$ cat config.mk
export PLATFORM = sky130hd
export DESIGN_NAME = clk_div_multi
export DESIGN_NICKNAME = d
export VERILOG_FILES = /design/src/rtl/clk_div_pkg.sv /design/src/rtl/clk_div_ch.sv /design/src/rtl/clk_div_multi.sv
export SDC_FILE = /design/constraint.sdc
export NUM_CORES = 1
export LEC_CHECK = 0
export ABC_CLOCK_PERIOD_IN_PS = 11700
export BUFFER_PORTS_ARGS = -buffer_cell sky130_fd_sc_hd__buf_4
export CORE_MARGIN = 3
export CORE_UTILIZATION = 40
export CTS_BUF_LIST = sky130_fd_sc_hd__clkbuf_4 sky130_fd_sc_hd__clkbuf_8
export DETAILED_ROUTE_END_ITERATION = 16
export PLACE_DENSITY = 0.65
export SYNTH_ARGS = -nofsm -noshare
export SYNTH_HDL_FRONTEND = slang
export SYNTH_SLANG_ARGS = --single-unit
$ cat constraint.sdc
create_clock -name clk -period 11.7 [get_ports clk]
set_clock_uncertainty 0.1 [all_clocks]
set_input_delay 1.17 -clock clk [delete_from_list [all_inputs] [get_ports clk]]
set_output_delay 1.17 -clock clk [all_outputs]
set_load 0.01 [all_outputs]
$ cat src/rtl/clk_div_pkg.sv
// Shared types for the multi-channel clock divider: divisor type, per-channel config, half-period helper.
// Purely declarative; no latency or flow control of its own.
package clk_div_pkg;

    localparam int DW = 16;

    typedef logic [DW-1:0] div_t;

    typedef struct packed {
        div_t div;
        div_t phase;
    } ch_cfg_t;

    function automatic div_t half_period(input div_t d);
        logic [DW:0] w_sum;
        w_sum = {1'b0, d} + (DW+1)'(1);
        return w_sum[DW:1];
    endfunction

endpackage

$ cat src/rtl/clk_div_ch.sv
// One divider channel: counter, pending divisor, boundary apply, registered div_clk/tick.
// Outputs track the counter with one flop stage; i_load must only be raised while o_pend is low.
module clk_div_ch
    import clk_div_pkg::*;
#(
    parameter div_t P_DEF_DIV = div_t'(2)
) (
    input  logic    i_clk,
    input  logic    i_rst,
    input  logic    i_run,
    input  logic    i_sync,
    input  logic    i_load,
    input  ch_cfg_t i_cfg,
    output logic    o_div_clk,
    output logic    o_tick,
    output logic    o_pend
);

    div_t    r_cnt;
    div_t    r_cur;
    div_t    r_phase;
    ch_cfg_t r_pcfg;
    logic    r_pend;
    logic    r_act;
    logic    r_div_clk;
    logic    r_tick;

    logic    w_wrap;
    logic    w_apply;
    div_t    w_cur;
    div_t    w_phase;
    div_t    w_cnt;

    always_comb begin
        w_wrap  = r_act && (r_cnt == r_cur - div_t'(1));
        // A pending divisor only lands where a new period starts anyway.
        w_apply = r_pend && (w_wrap || i_sync || !r_act);
        w_cur   = w_apply ? r_pcfg.div   : r_cur;
        w_phase = w_apply ? r_pcfg.phase : r_phase;
        if (!i_run) begin
            w_cnt = '0;
        end else if (!r_act || i_sync || w_wrap) begin
            w_cnt = w_phase;
        end else begin
            w_cnt = r_cnt + div_t'(1);
        end
    end

    always_ff @(posedge i_clk) begin
        if (i_rst) begin
            r_cnt     <= '0;
            r_cur     <= P_DEF_DIV;
            r_phase   <= '0;
            r_pcfg    <= '0;
            r_pend    <= 1'b0;
            r_act     <= 1'b0;
            r_div_clk <= 1'b0;
            r_tick    <= 1'b0;
        end else begin
            r_act     <= i_run;
            r_cnt     <= w_cnt;
            r_cur     <= w_cur;
            r_phase   <= w_phase;
            if (i_load) begin
                r_pcfg <= i_cfg;
            end
            r_pend    <= i_load | (r_pend & ~w_apply);
            r_div_clk <= i_run && (w_cnt < half_period(w_cur));
            r_tick    <= i_run && (w_cnt == w_cur - div_t'(1));
        end
    end

    assign o_div_clk = r_div_clk;
    assign o_tick    = r_tick;
    assign o_pend    = r_pend;

endmodule

$ cat src/rtl/clk_div_multi.sv
// Runtime-programmable NCH-channel clock divider with glitch-free divisor updates and shared sync.
// cfg_ready drops while the addressed channel holds an unapplied divisor; CLK_DIV_MULTI_PHASE_EN adds per-channel start phase.
module clk_div_multi
    import clk_div_pkg::*;
#(
    parameter int NCH     = 4,
    parameter int DW      = clk_div_pkg::DW,
    parameter int DEF_DIV = 2,
    localparam int CW     = (NCH > 1) ? $clog2(NCH) : 1
) (
    input  logic           clk,
    input  logic           rst,
    input  logic [NCH-1:0] run,
    input  logic           sync,
    input  logic           cfg_valid,
    output logic           cfg_ready,
    input  logic [CW-1:0]  cfg_ch,
    input  logic [DW-1:0]  cfg_div,
`ifdef CLK_DIV_MULTI_PHASE_EN
    input  logic [DW-1:0]  cfg_phase,
`endif
    output logic           cfg_err,
    output logic [NCH-1:0] div_clk,
    output logic [NCH-1:0] tick,
    output logic [NCH-1:0] pend
);

    logic [NCH-1:0]      w_pend;
    logic [(1<<CW)-1:0]  w_pend_pad;
    logic                w_ch_ok;
    logic                w_bad;
    logic                w_fire;
    ch_cfg_t             w_cfg;
    logic                r_err;

    always_comb begin
        w_pend_pad          = '0;
        w_pend_pad[NCH-1:0] = w_pend;
        w_ch_ok             = int'(cfg_ch) < NCH;
        w_cfg.div           = cfg_div;
`ifdef CLK_DIV_MULTI_PHASE_EN
        w_cfg.phase         = cfg_phase;
        w_bad               = !w_ch_ok || (cfg_div == '0) || (cfg_phase >= cfg_div);
`else
        w_cfg.phase         = '0;
        w_bad               = !w_ch_ok || (cfg_div == '0);
`endif
        // Out-of-range channels are always accepted so the request can be rejected with cfg_err.
        cfg_ready           = w_ch_ok ? ~w_pend_pad[cfg_ch] : 1'b1;
        w_fire              = cfg_valid & cfg_ready;
    end

    always_ff @(posedge clk) begin
        if (rst) begin
            r_err <= 1'b0;
        end else begin
            r_err <= w_fire & w_bad;
        end
    end

    assign cfg_err = r_err;
    assign pend    = w_pend;

    for (genvar g = 0; g < NCH; g++) begin : g_ch
        clk_div_ch #(
            .P_DEF_DIV (div_t'(DEF_DIV))
        ) u_ch (
            .i_clk     (clk),
            .i_rst     (rst),
            .i_run     (run[g]),
            .i_sync    (sync),
            .i_load    (w_fire & ~w_bad & (cfg_ch == CW'(g))),
            .i_cfg     (w_cfg),
            .o_div_clk (div_clk[g]),
            .o_tick    (tick[g]),
            .o_pend    (w_pend[g])
        );
    end

endmodule

==> qor.yml, run 1 <==
clock_latency_ns: 0.64
period_share: 0.511
crit_arrival_ns: 6.47
vias_per_cell: 5.59
synth_top_area_share: 0.292
busiest_layer: "met2"
grtUsageMet2: 0.344
drt_iter0_drc: 1157
slew_viol_final: 0
report.power.total_w: 0.00216
path_max_fanout: 50
place_area_sq_um: 19200
grt_max_degree: 61
dr.pass1.iters: 5
setup_viol: 0
p_leak_nw: 8.73
antenna_left: 0
reg2reg_setup_slack_ns: 5.72
core-area_sq_um: 45900
vdd_drop_max_mv: 0.0740
cp_data_required_time_ns: 12.19
drc: 0
ys_types: 99
finalHoldViolCount: 0
worstHoldPathType: "reg2reg"
start_util: 0.409
maxSlewHeadroom: 0.290
gp_congestion: 0.945
first_global_vias: 15400
met1_usage: 0.280
antenna_found_initial: 0
cts_setup_buffers: 0
num_vias: 16100
die_h_um: 222
crit_type: "reg2reg"
cts_root_buf: "clkbuf_8"
dieArea_sq_um: 49500
syn_nets: 2364
maxCapViolations: 0
avgSynthCellArea_sq_um: 8.28
synth_common_cells: "nor2_1, dfxtp_1, mux2i_1"
synth_seq_area_share: 0.292
fin_area_sq_um: 20300
cts_buffers: 48
cts.sinks: 273
finalNetCount: 2336
synthesis.area_sq_um: 18700
fin_crit_ns: 5.98
ctsHoldBuffers: 0
met3_usage: 0.0345
worst_pin_slew_ns: 1.06
synth_most_common_cell: "nor2_1"
h-tree-depth: 2
rsz0062_at_grt: "no"
rows: 78
areaGrowthSynthToFinish_pct: 8.55
drive_gt1_frac: 0.0881
yosysTopAreaCell: "dfxtp_1"
status: "complete, no violations"
grt.overflow.total: 0
power_density_nw_per_um2: 106
synth-edff-count: 0
grt_pass1_wl_um: 85400
cts.path.max_buffers: 3
fmax_mhz: 167
yosysWarnings: 0
routed_wirelength_um: 53500
synth.area.top_cells: "dfxtp_1, mux2i_1, xnor2_1"
setup_tns_ns: 0
cts_tree: "built"
ys_ff_latch: 273
netlist_instances: 2262
endpoint_kind: "flip-flop"
cp-start-kind: "flip-flop"
hpwl_um: 40200
grt_usage: 0.211
port_buffers: 39
clk_pin_slew_ns: 0.06
synthFlopType: "dfxtp_1"
wire_per_inst_um: 18.6
post-route-util: 0.443
cts.repair.resized: 0
ios: 40
synthArstFlopShare: 0
die_x_um: 222
metal layers:
metal / vias up / wire, um
met5: - / 0
met4: 0 / 1960
met3: 122 / 3070
met2: 482 / 24700
met1: 7610 / 23800
li1: 7836 / -
kinds of logic after synthesis:
group / count (synthesis) / share of synthesized area
adder cells (fa/ha/maj): 76 / 0.0507
multiplexers: 190 / 0.104
AND/OR/NAND/NOR: 1005 / 0.283
AO/OA/AOI/OAI: 257 / 0.0911
flip-flops: 273 / 0.292
XOR/XNOR: 275 / 0.134
buffers and inverters: 186 / 0.0451
placed cells by master, fill, tap and decap left out, drive strengths merged, types with 38 or more instances in the layout:
master | Yosys | final
dfxtp | 273 | 273
nor2b | 51 | 51
and3 | 57 | 57
nand2 | 151 | 151
nor4 | 38 | 38
nor2 | 282 | 282
buf | 42 | 47
xnor2 | 165 | 165
and2 | 85 | 85
inv | 60 | 60
mux2i | 176 | 176
o21ai | 67 | 67
nand3 | 69 | 69
nor3 | 82 | 82
clkbuf | 83 | 71
ha | 76 | 76
xor2 | 103 | 103
a21oi | 62 | 62
layout make-up:
| class | count | area (sq um) |
|---|---|---|
| repair buffers | 47 | 357 |
| well taps | 600 | 751 |
| clock inverters | 16 | 163 |
| fillers | 4494 | 25500 |
| diodes | 1 | 2.50 |
| clock buffers | 71 | 927 |
| inverters | 61 | 229 |
| multi-input cells | 1803 | 12400 |
| flip-flops and latches | 273 | 5470 |
flip-flops by register name, summed over array words and instances (netlist names):
| register | cells |
|---|---|
| g_ch.u_ch.r_cnt | 64 |
| g_ch.u_ch.r_cur | 64 |
| g_ch.u_ch.r_pcfg | 64 |
| g_ch.u_ch.r_phase | 64 |
| g_ch.u_ch.o_div_clk | 4 |
| g_ch.u_ch.o_pend | 4 |
| g_ch.u_ch.o_tick | 4 |
| g_ch.u_ch.r_act | 4 |
| cfg_err | 1 |
worst max-delay path: stages, from the launching register on:
cell	delay (ns)
dfxtp_1	0.44
nor3_1	0.89
nand4_1	0.27
o21ai_0	0.23
o32ai_1	0.11
and3_1	0.20
a22oi_2	0.14
buf_4	0.58
mux2i_1	0.36
nor4b_1	0.87
o21ai_0	0.26
xnor2_1	0.19
ha_1	0.20
a21o_1	0.17
a21oi_1	0.14
nor2b_1	0.05
o21ai_0	0.15
nand2b_1	0.07
a21oi_1	0.14
nor2b_1	0.06
o21ai_0	0.13
and3_1	0.16
power by group:
part | total [W] | switching (W) | leakage, nW | internal (W)
sequential | 0.000959 | 0.0000177 | 2.21 | 0.000942
combinational | 0.000193 | 0.000119 | 5.96 | 0.0000738
clock | 0.00101 | 0.000431 | 0.572 | 0.000574
total | 0.00216 | 0.000568 | 8.73 | 0.00159
metrics by stage:
step	hold slack (ns)	setup WS (ns)	std cells
6_report	0.347	5.72	2872
3_5_place_dp	0.338	5.82	2784
4_1_cts	0.352	5.78	2871
2_1_floorplan	0.321	6.14	2262
5_1_grt	0.368	5.08	2871
3_3_place_gp	0.335	5.90	2784
path summary, 6_finish.rpt:
kind / from / to / cells past startpoint
worst max-delay path: g_ch[1].u_ch.r_cur[2] / g_ch[1].u_ch.o_div_clk / 21
worst min-delay path: g_ch[3].u_ch.r_phase[9] / g_ch[3].u_ch.r_phase[9] / 1
worst max register to register: g_ch[1].u_ch.r_cur[2] / g_ch[1].u_ch.o_div_clk / 21
worst min register to register: g_ch[3].u_ch.r_phase[9] / g_ch[3].u_ch.r_phase[9] / 1
Note: power is estimated with default switching activity, not from simulation.
==> inputs of run 2 (changes only) <==
--- a/config.mk
+++ b/config.mk
@@ -5,7 +5,7 @@
 export SDC_FILE = /design/constraint.sdc
 export NUM_CORES = 1
 export LEC_CHECK = 0
-export ABC_CLOCK_PERIOD_IN_PS = 11700
+export ABC_CLOCK_PERIOD_IN_PS = 5700
 export BUFFER_PORTS_ARGS = -buffer_cell sky130_fd_sc_hd__buf_4
 export CORE_MARGIN = 3
 export CORE_UTILIZATION = 40
==> constraint.sdc (replaced) <==
create_clock -name clk -period 5.7 [get_ports clk]
set_clock_uncertainty 0.1 [all_clocks]
set_input_delay 0.57 -clock clk [delete_from_list [all_inputs] [get_ports clk]]
set_output_delay 0.57 -clock clk [all_outputs]
set_load 0.01 [all_outputs]
==> qor.yml, run 2 (synthesis results as in run 1) <==
comb_power_share: 0.092  # +0.003
dr_wl_met2_um: 24800  # +0.29%
intPower_w: 0.00327  # +110%
dieArea_sq_um: 49500  # unchanged
clk_pin_slew_ns: 0.06  # about the same
port_buffers: 39  # unchanged
power_density_nw_per_um2: 212  # +100%
areaGrowthSynthToFinish_pct: 11.5
vias_per_cell: 5.55  # -0.61%
start_util: 0.409  # unchanged
final_common_cell: "nor2_1"
path_max_fanout: 7  # -86%
antenna_found_initial: 0  # unchanged
vdd_drop_max_mv: 0.162  # +120%
layout_common_cells: "nor2_1, dfxtp_1, mux2i_1, xnor2_1, nand2_1"
met1Wirelength_um: 24800  # +4.1%
maxSlewHeadroom: 0.252  # -0.0381
post-route-util: 0.455  # +0.0120
insertedDiodeCount: 0  # -1
cp-start-kind: "flip-flop"
r2r_cells: 26  # +24%
cts_root_buf: "clkbuf_8"
gp_congestion: 0.932  # -1.4%
grt_max_degree: 101  # +66%
first_global_vias: 16100  # +4.1%
antenna_left: 0  # unchanged
p_switching_w: 0.00117  # +110%
finalNetCount: 2405  # +3.0%
hpwl_um: 40800  # +1.6%
multi_input_comb_area_sq_um: 12500  # +0.25%
seq_power_share: 0.443  # -0.002
report.power.total_w: 0.00444  # +110%
crit_type: "reg2reg"
period_share: 0.930  # +0.419
wire_per_inst_um: 18.4  # -1.2%
dr.pass1.iters: 5  # unchanged
hold_end: "g_ch[3].u_ch.r_pcfg[24]"
core-area_sq_um: 45900  # unchanged
power.share.switching: 0.263  # about the same
grt.overflow.total: 0  # unchanged
num_vias: 16300  # +1.6%
status: "complete, no violations"
rows: 78  # unchanged
h-tree-depth: 2  # unchanged
worst_pin_slew_ns: 1.12  # +0.0570 ns
cts_buffers: 49  # +2.1%
ios: 40  # unchanged
crit_arrival_ns: 5.79  # -0.68 ns
worstHoldPathType: "in2reg"
grt_usage: 0.213  # +0.00221
wl_met3_um: 2500  # -19%
reg2reg_setup_slack_ns: 0.40  # -5.32 ns
top_layer: "met4"
fmax_mhz: 189  # +13%
finalHoldViolCount: 0  # unchanged
maxCapViolations: 0  # unchanged
setup_viol: 0  # unchanged
seqCellArea_sq_um: 5470  # unchanged
drt_iter0_drc: 958  # -17%
cts_tree: "built"
hp-start: "cfg_div[8]"
cts.sinks: 273  # unchanged
die_x_um: 222  # unchanged
clock_latency_ns: 0.66  # +0.02 ns
p_leak_nw: 9.06  # +3.7%
drc: 0  # unchanged
clkPwrFrac: 0.465  # about the same
reg2reg_to: "g_ch[1].u_ch.o_div_clk"
slew_viol_final: 0  # unchanged
fin_crit_ns: 5.30  # -0.677 ns
routed_wirelength_um: 54100  # +1.0%
die_h_um: 222  # unchanged
endpoint_kind: "flip-flop"
fill_cells: 4518  # +0.53%
cts.path.max_buffers: 3  # unchanged
cp_data_required_time_ns: 6.19  # -6.00 ns
drive_gt1_frac: 0.114  # +0.0263
hold-path-cell-count: 3  # +2
grt_pass1_wl_um: 86700  # +1.4%
r2r-start: "g_ch[1].u_ch.r_cur[1]"
## run 2: cell types whose count changed in the layout (fill, tap and decap cells not counted), sizes merged
| cell | change |
|---|---|
| buf | +68 |
| clkinv | -6 |
| inv | +2 |
| clkbuf | +1 |
| clkinvlp | -1 |
| diode | -1 |
## run 2: layer usage
layer	vias to the layer above	global-route usage
li1	7986	-
met3	134	0.0260
met2	411	0.351
met5	-	0
met1	7771	0.282
met4	0	0.0894
## run 2: how the worst max path moves through the flow
| stage | from | end | slack, ns |
|---|---|---|---|
| 5_1_grt | g_ch[3].u_ch.r_cur[0] | g_ch[3].u_ch.o_div_clk | -0.001 |
| 3_3_place_gp | g_ch[0].u_ch.r_cur[0] | g_ch[0].u_ch.o_div_clk | 0.37 |
| 4_1_cts | g_ch[0].u_ch.r_cur[0] | g_ch[0].u_ch.o_div_clk | 0.22 |
| 6_report | g_ch[1].u_ch.r_cur[1] | g_ch[1].u_ch.o_div_clk | 0.40 |
| 3_5_place_dp | g_ch[0].u_ch.r_cur[0] | g_ch[0].u_ch.o_div_clk | 0.26 |
| 2_1_floorplan | g_ch[3].u_ch.r_cur[0] | g_ch[3].u_ch.o_div_clk | 0.14 |
## run 2: stage by stage
step / TNS (ns) / hold WS (ns) / setup WS, ns / cells / instance area, sq um
global route: -0.00109 / 0.133 / -0.00109 / 2935 / 20900
detailed placement: 0 / 0.337 / 0.264 / 2851 / 19800
finish: 0 / 0.138 / 0.397 / 2935 / 20900
floorplan: 0 / 0.321 / 0.137 / 2262 / 18700
global placement: 0 / 0.336 / 0.375 / 2851 / 19800
CTS: 0 / 0.0840 / 0.216 / 2934 / 20900
## run 2: critical path, stage by stage, from the launching register on
cell      delay, ns
dfxtp_1        0.36
inv_1          0.08
ha_1           0.25
or4b_1         0.54
nor2_1         0.15
xnor2_1        0.07
or4_1          0.53
nor4_4         0.33
a22oi_2        0.20
mux2i_1        0.21
inv_1          0.08
ha_1           0.22
nand2_1        0.14
nor2_4         0.16
nand2_1        0.08
xnor2_1        0.15
mux2i_1        0.10
ha_1           0.31
a21o_1         0.16
a21oi_1        0.14
nor2b_1        0.06
o21ai_0        0.13
nand2b_1       0.07
a21oi_1        0.15
nor2b_1        0.05
o21ai_0        0.23
and3_1         0.19
## run 2: cell type report
| cell class | instances | share of cell area |
|---|---|---|
| multi-input cells | 1803 | 0.597 |
| clock buffers | 72 | 0.0444 |
| well taps | 600 | 0.0359 |
| clock inverters | 11 | 0.00701 |
| flip-flops and latches | 273 | 0.262 |
| inverters | 61 | 0.0110 |
| repair buffers | 115 | 0.0427 |
## run 2: power groups by stage
stage                     Clock, W  Combinational [W]  Sequential [W]
after floorplan                  0           0.000288         0.00199
after global placement           0           0.000397         0.00201
after detailed placement         0           0.000402         0.00201
after CTS                  0.00211           0.000405         0.00197
after global routing       0.00219           0.000446         0.00197
final                      0.00206           0.000408         0.00197
## run 2: repair_timing
action,CTS,global route
setup endpoints to repair,0,3
resized for setup,0,6
hold buffers,0,0
buffers inserted,0,1
==> inputs of run 3 (changes only) <==
--- a/config.mk
+++ b/config.mk
@@ -7,11 +7,13 @@
 export LEC_CHECK = 0
 export ABC_CLOCK_PERIOD_IN_PS = 5700
 export BUFFER_PORTS_ARGS = -buffer_cell sky130_fd_sc_hd__buf_4
+export CAP_MARGIN = 40
 export CORE_MARGIN = 3
-export CORE_UTILIZATION = 40
+export CORE_UTILIZATION = 25
 export CTS_BUF_LIST = sky130_fd_sc_hd__clkbuf_4 sky130_fd_sc_hd__clkbuf_8
 export DETAILED_ROUTE_END_ITERATION = 16
-export PLACE_DENSITY = 0.65
+export PLACE_DENSITY = 0.49
 export SYNTH_ARGS = -nofsm -noshare
 export SYNTH_HDL_FRONTEND = slang
+export SYNTH_HIERARCHICAL = 1
 export SYNTH_SLANG_ARGS = --single-unit
==> qor.yml, run 3 <==
cp-start-kind: "flip-flop"
ys_types: 103  # +4.0%
crit_type: "reg2reg"
vdd_drop_max_mv: 0.140  # -14%
drc: 0  # unchanged
synthFlopType: "dfxtp_1"
reg2reg_to: "g_ch[1].u_ch/o_div_clk"
layout_common_cells: "nor2_1, dfxtp_1, mux2i_1, nand2_1, xnor2_1"
synth_top_area_share: 0.297  # +0.00581
power_density_nw_per_um2: 221  # +3.9%
dr_wl_met2_um: 30900  # +25%
vias_per_cell: 4.83  # -13%
ctsHoldBuffers: 0  # unchanged
cts.path.max_buffers: 3  # unchanged
yosysWarnings: 6  # +6
maxSlewHeadroom: 0.417  # +0.165
path_max_fanout: 8  # +1
synth_seq_area_share: 0.297  # +0.00581
cts_tree: "built"
final_common_cell: "nor2_1"
first_global_vias: 18800  # +17%
cp_data_required_time_ns: 6.19  # about the same
clock_latency_ns: 0.65  # about the same
dr.pass1.iters: 5  # unchanged
ios: 40  # unchanged
grt.overflow.total: 0  # unchanged
avgSynthCellArea_sq_um: 8.42  # +1.7%
hpwl_um: 52200  # +28%
largest_register_ffs: 128
period_share: 0.944  # +0.0131
grt_max_degree: 113  # +12%
clk_pin_slew_ns: 0.06  # about the same
netlist_instances: 2693  # +19%
synth-edff-count: 0  # unchanged
whs_ns: 0.155  # +0.0170 ns
cp-endpoint: "g_ch[1].u_ch/o_div_clk"
slew_viol_final: 0  # unchanged
ys_ff_latch: 337  # +23%
dieArea_sq_um: 94400  # +91%
drive_gt1_frac: 0.145  # +0.0302
grt_pass1_wl_um: 111000  # +28%
r2r-start: "g_ch[1].u_ch/r_cur[1]"
synthesis.area_sq_um: 22700  # +21%
fmax_mhz: 186  # -1.4%
top_layer: "met5"
hp-start: "cfg_div[3]"
die_x_um: 307  # +38%
synth.area.top_cells: "dfxtp_1, mux2i_1, xnor2_1"
yosysTopAreaCell: "dfxtp_1"
setup_viol: 0  # unchanged
die_h_um: 307  # +38%
wire_per_inst_um: 17.5  # -4.8%
r2r_cells: 22  # -15%
p_leak_nw: 10.4  # +15%
setup_tns_ns: 0  # unchanged
num_vias: 19500  # +20%
areaGrowthSynthToFinish_pct: 16.6
crit_start: "g_ch[1].u_ch/r_cur[1]"
cts.sinks: 337  # +23%
endpoint_kind: "flip-flop"
antenna_found_initial: 5  # +5
finalNetCount: 2932  # +22%
place_area_sq_um: 24900  # +26%
dp.cells: 3924  # +38%
crit_arrival_ns: 5.86  # +0.07 ns
largest_register: "g_ch.u_ch/r_pcfg"
core-area_sq_um: 89200  # +94%
wl_met3_um: 3660  # +46%
grt_usage: 0.147  # -0.0655
synth_common_cells: "nor2_1, dfxtp_1, mux2i_1"
rsz0062_at_grt: "no"
rows: 109  # +40%
synthArstFlopShare: 0  # unchanged
layoutNonFillerInstCount: 4045  # +38%
reg2reg_setup_slack_ns: 0.32  # -0.07 ns
worst_pin_slew_ns: 0.875  # -0.244 ns
cts_root_buf: "clkbuf_8"
met1Wirelength_um: 34800  # +41%
gp_congestion: 0.880  # -5.5%
fin_crit_ns: 5.38  # +0.0748 ns
routed_wirelength_um: 70900  # +31%
status: "complete, no violations"
cts_buffers: 66  # +35%
h-tree-depth: 3  # +1
port_buffers: 39  # unchanged
maxCapViolations: 0  # unchanged
drt_iter0_drc: 1257  # +31%
finalHoldViolCount: 0  # unchanged
synth_most_common_cell: "nor2_1"
antenna_left: 0  # unchanged
worstHoldPathType: "in2reg"
fin_area_sq_um: 26500  # +27%
start_util: 0.254  # -0.154
==> run 3: changes by cell type in the layout (fill, tap and decap cells not counted), moves of 19 or more <==
cell,change
and3_1,-32
conb_1,+64
o211ai_1,+34
mux2i_1,+117
nand2_1,+71
and2_1,-70
a21oi_1,+19
mux2_2,+26
buf_4,+53
nor2_1,+83
clkbuf_8,+25
dfxtp_1,+63
==> run 3: critical path, stage by stage, from the launching register on <==
cell	delay, ns
dfxtp_1	0.30
inv_1	0.08
ha_2	0.23
or3b_4	0.42
or4_1	0.49
a221oi_2	0.28
nand4b_1	0.22
nor4_4	0.42
nor2_4	0.13
buf_4	0.22
mux2i_1	0.14
or3_1	0.43
or3_4	0.42
xor2_1	0.16
ha_1	0.30
a21oi_1	0.13
nor2b_1	0.05
o21ai_0	0.14
nand2b_1	0.07
a21oi_1	0.14
nor2b_1	0.05
o21ai_0	0.19
o211a_1	0.18
==> run 3: where the power goes <==
part / internal, W / switching, W
Sequential: 0.00240 / 0.0000548
Clock: 0.00154 / 0.00112
Combinational: 0.000285 / 0.000434
==> run 3: worst min path at each step <==
| stage | to | slack [ns] | depth (start not counted) |
|---|---|---|---|
| 2_1_floorplan | g_ch[1].u_ch/r_phase[14] | 0.33 | 2 |
| 3_3_place_gp | g_ch[2].u_ch/r_phase[3] | 0.33 | 2 |
| 3_5_place_dp | g_ch[2].u_ch/r_phase[7] | 0.34 | 2 |
| 4_1_cts | g_ch[1].u_ch/r_pcfg[19] | 0.09 | 3 |
| 5_1_grt | g_ch[3].u_ch/r_pcfg[19] | 0.13 | 3 |
| 6_report | g_ch[1].u_ch/r_pcfg[19] | 0.16 | 3 |
==> run 3: through the flow <==
step                      total power [W]  worst slack (ns)   util
after floorplan                   0.00300             0.171      -
after global placement            0.00322             0.174  0.279
after detailed placement          0.00322             0.125  0.279
after CTS                         0.00594            0.0924  0.295
after global routing              0.00611           0.00487  0.296
final                             0.00584             0.322  0.297
==> run 3: layout make-up <==
class	instances	area, sq um
fillers	9663	62700
flip-flops and latches	337	6750
well taps	1165	1460
clock buffers	107	1350
clock inverters	9	87.6
diodes	2	5.00
repair buffers	168	1280
multi-input cells	2186	15300
inverters	71	267
==> run 3: cells by family after synthesis <==
| logic type | count (synthesis) | synth area share |
|---|---|---|
| adder cells (fa/ha/maj) | 76 | 0.0419 |
| multiplexers | 336 | 0.154 |
| XOR/XNOR | 274 | 0.112 |
| buffers and inverters | 233 | 0.0451 |
| AND/OR/NAND/NOR | 1096 | 0.243 |
| other | 1 | 0.000165 |
| flip-flops | 337 | 0.297 |
| AO/OA/AOI/OAI | 340 | 0.107 |
==> run 3: repair_timing <==
item / CTS / global route
endpoints found under the setup margin: 0 / 4
resized for setup: 0 / 19
setup buffers: 0 / 3
==> run 3: layer usage <==
layer / track usage / up-vias
met5: 0 / -
met4: 0.0373 / 2
met3: 0.0273 / 97
met2: 0.227 / 378
met1: 0.211 / 9297
li1: - / 9746
